`src/rtl/play_sequencer_if.sv`:
```
// rtl/play_sequencer_if.sv - song memory read port between play_sequencer and the song RAM
interface play_sequencer_if #(
   parameter int ADDR_W = 8,
   parameter int DATA_W = 14
);
   logic [ADDR_W-1:0] rd_addr;
   logic              rd_req;
   logic              rd_valid;
   logic [DATA_W-1:0] rd_data;

   modport master (output rd_addr, output rd_req, input rd_valid, input rd_data);
   modport slave  (input rd_addr, input rd_req, output rd_valid, output rd_data);
endinterface

```
`src/rtl/play_sequencer.sv`:
```
// rtl/play_sequencer.sv - autonomous song player: fetches {dur, notes, shift} words and times them
// into notes/shift for SoundTop, with rests, pause, stop, loop and end-of-song handling.
module play_sequencer #(
   parameter int NOTE_W   = 8,
   parameter int SHIFT_W  = 2,
   parameter int DUR_W    = 4,
   parameter int ADDR_W   = 8,
   parameter int TICK_DIV = 25_000_000,
   parameter int GAP_CYC  = 2_500_000
) (
   input  logic               clk,
   input  logic               rst,
   input  logic               start_i,
   input  logic               stop_i,
   input  logic               pause_i,
   input  logic               loop_en_i,
   play_sequencer_if.master   rd,
   output logic [NOTE_W-1:0]  notes_out_o,
   output logic [SHIFT_W-1:0] shift_out_o,
   output logic               note_valid_o,
   output logic               busy_o,
   output logic               song_done_o
);
   localparam int DATA_W = DUR_W + NOTE_W + SHIFT_W;
   localparam int TICK_W = (TICK_DIV > 1) ? $clog2(TICK_DIV) : 1;
   localparam int GAP_W  = (GAP_CYC > 1) ? $clog2(GAP_CYC) : 1;
   localparam logic [TICK_W-1:0] TICK_LAST = TICK_W'(TICK_DIV - 1);
   localparam logic [GAP_W-1:0]  GAP_LAST  = GAP_W'((GAP_CYC > 0) ? GAP_CYC - 1 : 0);
   localparam bit HAS_GAP = (GAP_CYC > 0);

   typedef enum logic [1:0] {S_IDLE, S_FETCH, S_PLAY, S_GAP} state_t;

   state_t             state_q, state_d;
   logic [ADDR_W-1:0]  rd_addr_q, rd_addr_d;
   logic               rd_req_q, rd_req_d;
   logic [NOTE_W-1:0]  held_notes_q, held_notes_d;
   logic [SHIFT_W-1:0] held_shift_q, held_shift_d;
   logic [TICK_W-1:0]  tick_q, tick_d;
   logic [DUR_W-1:0]   beat_q, beat_d;
   logic [GAP_W-1:0]   gap_q, gap_d;
   logic               paused_q;
   logic [NOTE_W-1:0]  notes_out_q;
   logic [SHIFT_W-1:0] shift_out_q;
   logic               note_valid_q, busy_q, song_done_q, song_done_d;
   logic               next_note, end_song, sounding_d;

   logic [DUR_W-1:0]   word_dur;
   logic [NOTE_W-1:0]  word_notes;
   logic [SHIFT_W-1:0] word_shift;

   assign word_dur   = rd.rd_data[DATA_W-1 -: DUR_W];
   assign word_notes = rd.rd_data[SHIFT_W +: NOTE_W];
   assign word_shift = rd.rd_data[SHIFT_W-1:0];

   always_comb begin
      state_d      = state_q;
      rd_addr_d    = rd_addr_q;
      rd_req_d     = rd_req_q;
      held_notes_d = held_notes_q;
      held_shift_d = held_shift_q;
      tick_d       = tick_q;
      beat_d       = beat_q;
      gap_d        = gap_q;
      song_done_d  = 1'b0;
      next_note    = 1'b0;
      end_song     = 1'b0;

      // paused_q mirrors the cycle in which the outputs are silenced, so held
      // cycles never count towards note or gap length
      case (state_q)
         S_IDLE: begin
            if (start_i) begin
               state_d   = S_FETCH;
               rd_addr_d = '0;
               rd_req_d  = 1'b1;
            end
         end
         S_FETCH: begin
            if (rd.rd_valid) begin
               rd_req_d = 1'b0;
               if (word_dur != '0) begin
                  state_d      = S_PLAY;
                  held_notes_d = word_notes;
                  held_shift_d = word_shift;
                  beat_d       = word_dur;
                  tick_d       = '0;
               end else begin
                  end_song = 1'b1;
               end
            end
         end
         S_PLAY: begin
            if (!paused_q) begin
               if (tick_q == TICK_LAST) begin
                  tick_d = '0;
                  beat_d = beat_q - DUR_W'(1);
                  if (beat_q == DUR_W'(1)) begin
                     if (HAS_GAP) begin
                        state_d = S_GAP;
                        gap_d   = '0;
                     end else begin
                        next_note = 1'b1;
                     end
                  end
               end else begin
                  tick_d = tick_q + TICK_W'(1);
               end
            end
         end
         S_GAP: begin
            if (!paused_q) begin
               if (gap_q == GAP_LAST) next_note = 1'b1;
               else                   gap_d = gap_q + GAP_W'(1);
            end
         end
         default: state_d = S_IDLE;
      endcase

      // finishing the last address counts as reaching the end of the song
      if (next_note) begin
         if (rd_addr_q == '1) begin
            end_song = 1'b1;
         end else begin
            state_d   = S_FETCH;
            rd_addr_d = rd_addr_q + ADDR_W'(1);
            rd_req_d  = 1'b1;
         end
      end

      // an empty song (marker at address 0) never loops
      if (end_song) begin
         if (loop_en_i && (rd_addr_q != '0)) begin
            state_d   = S_FETCH;
            rd_addr_d = '0;
            rd_req_d  = 1'b1;
         end else begin
            state_d     = S_IDLE;
            rd_req_d    = 1'b0;
            song_done_d = 1'b1;
         end
      end

      if (stop_i) begin
         state_d     = S_IDLE;
         rd_req_d    = 1'b0;
         song_done_d = 1'b0;
      end

      sounding_d = (state_d == S_PLAY) && !pause_i;
   end

   always_ff @(posedge clk) begin
      if (rst) begin
         state_q      <= S_IDLE;
         rd_addr_q    <= '0;
         rd_req_q     <= 1'b0;
         held_notes_q <= '0;
         held_shift_q <= '0;
         tick_q       <= '0;
         beat_q       <= '0;
         gap_q        <= '0;
         paused_q     <= 1'b0;
         notes_out_q  <= '0;
         shift_out_q  <= '0;
         note_valid_q <= 1'b0;
         busy_q       <= 1'b0;
         song_done_q  <= 1'b0;
      end else begin
         state_q      <= state_d;
         rd_addr_q    <= rd_addr_d;
         rd_req_q     <= rd_req_d;
         held_notes_q <= held_notes_d;
         held_shift_q <= held_shift_d;
         tick_q       <= tick_d;
         beat_q       <= beat_d;
         gap_q        <= gap_d;
         paused_q     <= pause_i;
         notes_out_q  <= sounding_d ? held_notes_d : '0;
         shift_out_q  <= sounding_d ? held_shift_d : '0;
         note_valid_q <= sounding_d && (held_notes_d != '0);
         busy_q       <= (state_d != S_IDLE);
         song_done_q  <= song_done_d;
      end
   end

   assign rd.rd_addr   = rd_addr_q;
   assign rd.rd_req    = rd_req_q;
   assign notes_out_o  = notes_out_q;
   assign shift_out_o  = shift_out_q;
   assign note_valid_o = note_valid_q;
   assign busy_o       = busy_q;
   assign song_done_o  = song_done_q;
endmodule

```
`src/flat_wrapper.sv`:
```
// flat-port wrapper written by rule: the top's interface ports become plain ports
module play_sequencer_flat 
#(
   parameter int NOTE_W   = 8,
   parameter int SHIFT_W  = 2,
   parameter int DUR_W    = 4,
   parameter int ADDR_W   = 8,
   parameter int TICK_DIV = 25_000_000,
   parameter int GAP_CYC  = 2_500_000
)
  (clk, rst, start_i, stop_i, pause_i, loop_en_i, notes_out_o, shift_out_o, note_valid_o, busy_o, song_done_o, rd_rd_addr, rd_rd_req, rd_rd_valid, rd_rd_data);
  play_sequencer_if #(.ADDR_W(ADDR_W), .DATA_W((DUR_W + NOTE_W + SHIFT_W))) rd_i ();
  input  logic clk;
  input  logic rst;
  input  logic start_i;
  input  logic stop_i;
  input  logic pause_i;
  input  logic loop_en_i;
  output logic [NOTE_W-1:0] notes_out_o;
  output logic [SHIFT_W-1:0] shift_out_o;
  output logic note_valid_o;
  output logic busy_o;
  output logic song_done_o;
  output wire logic [$bits(rd_i.rd_addr)-1:0] rd_rd_addr;
  output wire logic [$bits(rd_i.rd_req)-1:0] rd_rd_req;
  input wire logic [$bits(rd_i.rd_valid)-1:0] rd_rd_valid;
  input wire logic [$bits(rd_i.rd_data)-1:0] rd_rd_data;
  assign rd_rd_addr = rd_i.rd_addr;
  assign rd_rd_req = rd_i.rd_req;
  assign rd_i.rd_valid = rd_rd_valid;
  assign rd_i.rd_data = rd_rd_data;
  play_sequencer #(.NOTE_W(NOTE_W), .SHIFT_W(SHIFT_W), .DUR_W(DUR_W), .ADDR_W(ADDR_W), .TICK_DIV(TICK_DIV), .GAP_CYC(GAP_CYC)) u_core (.clk(clk), .rst(rst), .start_i(start_i), .stop_i(stop_i), .pause_i(pause_i), .loop_en_i(loop_en_i), .rd(rd_i), .notes_out_o(notes_out_o), .shift_out_o(shift_out_o), .note_valid_o(note_valid_o), .busy_o(busy_o), .song_done_o(song_done_o));
endmodule
```
`config.mk`:
```
export PLATFORM = sky130hd
export DESIGN_NAME = play_sequencer_flat
export DESIGN_NICKNAME = d
export VERILOG_FILES = /design/src/rtl/play_sequencer_if.sv /design/src/rtl/play_sequencer.sv /design/src/flat_wrapper.sv
export SDC_FILE = /design/constraint.sdc
export NUM_CORES = 1
export LEC_CHECK = 0
export ABC_AREA = 1
export CAP_MARGIN = 20
export CORE_MARGIN = 3
export CORE_UTILIZATION = 45
export DETAILED_ROUTE_END_ITERATION = 6
export SLEW_MARGIN = 20
export SYNTH_ARGS = -nofsm -noshare
export SYNTH_HDL_FRONTEND = slang
export SYNTH_SLANG_ARGS = --single-unit
```
`constraint.sdc`:
```
create_clock -name clk -period 3 [get_ports clk]
set_input_delay 0.3 -clock clk [delete_from_list [all_inputs] [get_ports clk]]
set_output_delay 0.3 -clock clk [all_outputs]
set_load 0.02 [all_outputs]
```
# Yosys cells after proc, flatten, opt, wreduce, memory -nomap -nowiden

Cells that the tools add are included.

Add/subtract/negate cells: 4
Eq/ne operators: 15
Multiplexer cells: 56
Bitwise operators: 2
Reduce and logical (&&, ||, !) cells: 17

Operators by type and width:

| kind                                                            | count |
|---|---|
| 22-bit two-way mux                                              | 5 |
| 25-bit two-way mux                                              | 4 |
| 8-bit two-way mux                                               | 9 |
| 25-bit one-hot mux with 2 select lines                          | 1 |
| 22-bit one-hot mux with 2 select lines                          | 1 |
| 2-bit two-way mux                                               | 13 |
| 25-bit by 1-bit adder with 25-bit output, second input constant | 1 |
| 25-bit == test, second input constant                           | 1 |
| 22-bit by 1-bit adder with 22-bit output, second input constant | 1 |
| 22-bit == test, second input constant                           | 1 |
| 1-bit two-way mux                                               | 16 |
| 4-bit two-way mux                                               | 4 |
| 8-bit nonzero test                                              | 2 |
| 8-bit by 1-bit adder with 8-bit output, second input constant   | 1 |
| 8-bit == test, second input constant                            | 1 |
| 2-bit != test, second input constant                            | 4 |
| 4-bit one-hot mux with 2 select lines                           | 1 |
| 2-bit == test, second input constant                            | 3 |
| 2-bit by 1-bit != test with 1-bit output, second input constant | 3 |
| 2-bit one-hot mux with 3 select lines                           | 1 |
| 6-bit AND reduction                                             | 1 |
| 2-bit nonzero test                                              | 3 |
| 5-bit AND reduction                                             | 1 |
| 4-bit by 1-bit == test with 1-bit output, second input constant | 1 |
| 11 further kinds                                                | 15 |

Bits in registers: 86
Bits of input ports: 21
Output and inout port bits: 22
Logic and storage cells: 108

# Logic depth before layout (Yosys ltp)

Depth after elaboration: 13
Depth in mapped cells: 13

# Worst setup path before layout

Ideal clock, no wire load.

Path kind: register to register
Start point: reg u_core.rd_addr_q[0], in the netlist u_core.rd.rd_addr[0]
End point: reg u_core.notes_out_q[4], in the netlist u_core.notes_out_o[4]
Library setup time: 0.063 ns
Arrival: 1.702 ns
Required time: 2.937 ns
Slack: 1.236 ns
Stages on the path, launching flop included: 13
Buffers on the path: 1
Clock period less this slack: 1.764 ns
Cell sequence: dfxtp_1 ha_1 nand2_1 nor2_1 inv_2 nor2_1 inv_1 nand4_1 nand2_1 nor3_1 nand2_1 buf_6 nor2_2

Word-level cells in the longest chain between the ends: 9
Elaborated cells on any way between the ends: 14
Those cells by class: eq/ne (2); mux (7); bitwise (1); reduce/logical (4)

Ends and longest elaborated chain:

| item                                                | RTL line                                     | text |
|---|---|---|
| start, declared                                     | play_sequencer.sv:34                         | `logic [ADDR_W-1:0] rd_addr_q, rd_addr_d;` |
| start signal, assigned                              | play_sequencer.sv:170                        | `rd_addr_q <= rd_addr_d;` |
| 8-bit == test or 8-bit nonzero test (tied branches) | play_sequencer.sv:121, play_sequencer.sv:132 |  |
| 2-bit two-way mux, or another cell as far along     | play_sequencer.sv:121                        | `if (rd_addr_q == '1) begin` |
| 2-bit two-way mux, or another cell as far along     | play_sequencer.sv:120                        | `if (next_note) begin` |
| 2-bit two-way mux *                                 | play_sequencer.sv:131                        | `if (end_song) begin` |
| 2-bit two-way mux *                                 | play_sequencer.sv:143                        | `if (stop_i) begin` |
| 2-bit == test *                                     | play_sequencer.sv:149                        | `sounding_d = (state_d == S_PLAY) && !pause_i;` |
| 1-bit logical AND *                                 | play_sequencer.sv:149                        |  |
| 1-bit inverter (no source line) *                   | -                                            |  |
| 2-bit OR reduction (no source line) *               | -                                            |  |
| end signal, assigned                                | play_sequencer.sv:178                        | `notes_out_q <= sounding_d ? held_notes_d : '0;` |
| end, declared                                       | play_sequencer.sv:42                         | `logic [NOTE_W-1:0] notes_out_q;` |

Mark *: on every way between the ends. The rest lies on a longest branch, timed or not.
A chain may end at the register's enable or synchronous reset.

# Final worst setup path

Start point: reg u_core.gap_q[0]
End point: reg u_core.notes_out_q[0], in the netlist u_core.notes_out_o[0]

Word-level cells in the longest chain between the ends: 11
Elaborated cells on any way between the ends: 12
Those cells by class: eq/ne (2); mux (7); bitwise (1); reduce/logical (2)

Ends and longest elaborated chain:

| item                                                   | RTL line              | text |
|---|---|---|
| start, declared                                        | play_sequencer.sv:40  | `logic [GAP_W-1:0] gap_q, gap_d;` |
| start signal, assigned                                 | play_sequencer.sv:176 | `gap_q <= gap_d;` |
| 22-bit == test *                                       | play_sequencer.sv:112 | `if (gap_q == GAP_LAST) next_note = 1'b1;` |
| 1-bit two-way mux *                                    | play_sequencer.sv:112 |  |
| 1-bit two-way mux *                                    | play_sequencer.sv:111 | `if (!paused_q) begin` |
| 1-bit two-way mux *                                    | -                     |  |
| 2-bit two-way mux or 1-bit two-way mux (tied branches) | play_sequencer.sv:120 |  |
| 2-bit two-way mux *                                    | play_sequencer.sv:131 |  |
| 2-bit two-way mux *                                    | play_sequencer.sv:143 |  |
| 2-bit == test *                                        | play_sequencer.sv:149 |  |
| 1-bit logical AND *                                    | play_sequencer.sv:149 |  |
| 1-bit inverter (no source line) *                      | -                     |  |
| 2-bit OR reduction (no source line) *                  | -                     |  |

Marks and branches as above.

==> run_results.csv <==
group,metric,value,unit
finish,fin_util,54.1,%
hold_path,hold_depth,2,
setup_path,r2r_cells,11,
floorplanning,die_h,108,um
timing,rsz0062_at_grt,"no",
place,hpwl,8.14,mm
route,dr.max_layer_used,"met4",
setup_path,r2r-end,"u_core.notes_out_o[0]",
setup_path,cp.arrival,2.55,ns
timing,fin_crit_sh,77.3,%
timing,max_slew.worst_pin.slew,0.757,ns
cts,cts_resized,0,
synthesis,synthArstFlopShare,0,%
timing,finalSetupTns,0,ns
run_status,status,"finished clean",
timing,skew,0.0102,ns
synthesis,syn_nets,734,
setup_path,cpMostUsedCell,"nand2_1",
setup_path,path_cells,"ha_1 > nand2_1 > nor2_2 > nand3_1 > nor2_2 > nand4_1 > buf_4 > nand2_1 > nor3_1 > nand2_1 > nor2_1",
route,routed-wl-met2,4.39,mm
floorplanning,core-area,9950,um^2
setup_path,cp-start-kind,"flop",
setup_path,cpLargestDelayFamily,"simple AND/OR/NAND/NOR gates",
setup_path,r2r_slack,0.68,ns
place,gp_congestion,0.927,
synthesis,synth_ff_type,"dfxtp_1",
synthesis,synth_cell_types,41,
timing,relSlewSlack,49.5,%
route,wire_per_inst,12.5,um
synthesis,synth_cells,707,
route,via_per_inst,4.96,
floorplanning,die_area,11700,um^2
global_routing,gr-total-overflow,0,
cts,cts.sinks,86,
setup_path,path_buf_inv,1,
hold_path,hold_path.class,"flop to flop",
setup_path,critPathKind,"flop to flop",
global_routing,grt_pass1_vias,4130,
global_routing,grt_usage,20.3,%
route,drc,0,
hold_path,hold_path.startpoint,"u_core.tick_q[4]",
floorplanning,ios,43,
timing,max_freq,0.431,GHz
route,route.met3.wl,571,um
finish,post_route_cells_drive_above_1_share,8.02,%
setup_path,max_stage_delay,0.47,ns
cts,cts_buffers,9,
setup_path,worstSetupEndpointType,"flop",
setup_path,crit_fanout,14,
timing,hold_violations,0,
timing,setup_viol,0,
route,first_pass_iters,4,
cts,cts.path.max_buffers,2,
finish,antennaDiodeCount,0,
route,wirelength,11.0,mm
route,m1WireLength,5.85,mm
route,num_vias,4367,
power,power,2090,uW
floorplanning,dieWidth,108,um
timing,slew_violations,0,
job,cap_violations,0,
synthesis,ys_seq_area_share,36.7,%
setup_path,required,3.23,ns
global_routing,grt_pass1_wl,19.2,mm
cts,clk_pin_slew,0.09,ns
synthesis,synth_edf_count,0,
timing,period_needed,2.32,ns
cts,clkLatencyLatePin,0.36,ns
power,irDropWorstVdd,0.000201,V
place,port_buffers,42,
setup_path,crit_path_start,"u_core.gap_q[0]",
hold_path,worstHoldEndpoint,"u_core.tick_q[4]",
synthesis,ys_warn_count,0,
floorplanning,initial_core_util,47.2,%
setup_path,r2r-start,"u_core.gap_q[0]",
global_routing,antenna_found_initial,0,
cts,htreeDepth,3,
synthesis,synth.avg_cell_area,6.64,um^2
cts,post_cts_buffers,0,
synthesis,synth-seq-cells,86,
cts,cts_tree,"built",
floorplanning,rows,36,
route,detail-route-antenna-nets,0,
cts,cts_hold_buf,0,
power,p_per_area,389,nW/um^2
finish,nets,771,
route,drt_iter0_drc,289,
setup_path,critPathSlowestCell,"dfxtp_1",
finish,synthToLayoutAreaGrowth,14.6,%
cts,cts_root_buf,"clkbuf_8",
global_routing,grt_max_degree,27,
synthesis,synth_area,4690,um^2
power,cellLeakagePower,0.00192,uW
[flip-flops by register name (all words and copies together), names as in the netlist, 2 cells and up]
register             cells
u_core.notes_out_o       8
u_core.state_q           2
u_core.beat_q            4
u_core.tick_q           25
u_core.gap_q            22
u_core.shift_out_o       2
u_core.rd.rd_addr        8
u_core.held_shift_q      2
u_core.held_notes_q      8
[cells in the final DEF (no fill, tap or decap), drive strengths merged, types with 2 or more instances in the layout]
master         instances
a21oi                 34
and2                   2
buf                    4
clkbuf                10
clkdlybuf4s50         42
clkinv                 2
dfxtp                 86
ha                     6
inv                   88
mux2i                  4
nand2                165
nand3                 49
nand4                 14
nor2                 137
nor3                  31
nor3b                  4
nor4                   2
o211ai                 7
o21a                   2
o21ai                 32
xnor2                  3
xor2                  15
[metrics by stage]
stage / cell area (um^2) / worst slack [ns] / hold WS [ns] / std cells
final: 5380 / 0.681 / 0.481 / 881
after detailed placement: 5190 / 0.584 / 0.470 / 866
after global placement: 5190 / 0.655 / 0.469 / 866
after CTS: 5380 / 0.687 / 0.480 / 881
after global routing: 5380 / 0.435 / 0.519 / 881
after floorplan: 4690 / 1.24 / 0.407 / 707
[layout make-up]
class | instances | area, um^2
sequential | 86 | 1720
clock buffer | 10 | 128
inverter | 87 | 327
timing repair buffer | 46 | 450
clock inverter | 5 | 60.1
fill | 1015 | 4570
multi-input combinational | 514 | 2530
tap | 133 | 166
[worst reg2reg max path: cells and delay by family (launching register included)]
kind | cells | cell delay (ns)
and+or+nand+nor | 9 | 1.26
DFF | 1 | 0.47
buffers and inverters | 1 | 0.19
adders and majority gates | 1 | 0.28
[report_power, final]
group	total (uW)	leakage (uW)	switching, uW	internal, uW
sequential	1160	0.000694	5.56	1150
combinational	127	0.00114	73.9	52.7
clock	810	0.0000927	426	384
total	2090	0.00192	506	1590
[synthesized netlist by cell type (all sizes together), types with 7 or more instances]
library cell  instances  area (um^2)
nor2                137          559
xor2                 15          131
dfxtp                86         1720
nor3                 31          176
a21oi                34          181
nand3                49          265
inv                  87          327
o21ai                32          164
o211ai                7         52.6
buf                  15         98.8
nand2               165          652
nand4                14         87.6
[worst max path at each step]
| stage | endpoint | slack [ns] | depth (start not counted) |
|---|---|---|---|
| detailed placement | u_core.tick_q[3] | 0.58 | 10 |
| floorplan | u_core.notes_out_o[4] | 1.24 | 12 |
| global route | u_core.notes_out_o[0] | 0.44 | 11 |
| finish | u_core.notes_out_o[0] | 0.68 | 11 |
| CTS | u_core.notes_out_o[0] | 0.69 | 11 |
| global placement | u_core.tick_q[3] | 0.66 | 10 |
[layer usage]
| layer | vias to the layer above | global-route usage [%] |
|---|---|---|
| met5 | - | 0 |
| met1 | 1913 | 29.7 |
| met2 | 105 | 28.6 |
| met4 | 0 | 8.75 |
| met3 | 17 | 4.18 |
| li1 | 2332 | - |
[cells by family after synthesis]
family	Yosys count	share of synthesized area, %
AO/OA/AOI/OAI	80	9.54
XOR/XNOR	18	3.36
adder cells (fa/ha/maj)	6	1.60
buffers and inverters	107	9.46
flip-flops	86	36.7
multiplexers	4	0.853
AND/OR/NAND/NOR	406	38.5
Note: power is estimated with default switching activity, not from simulation.
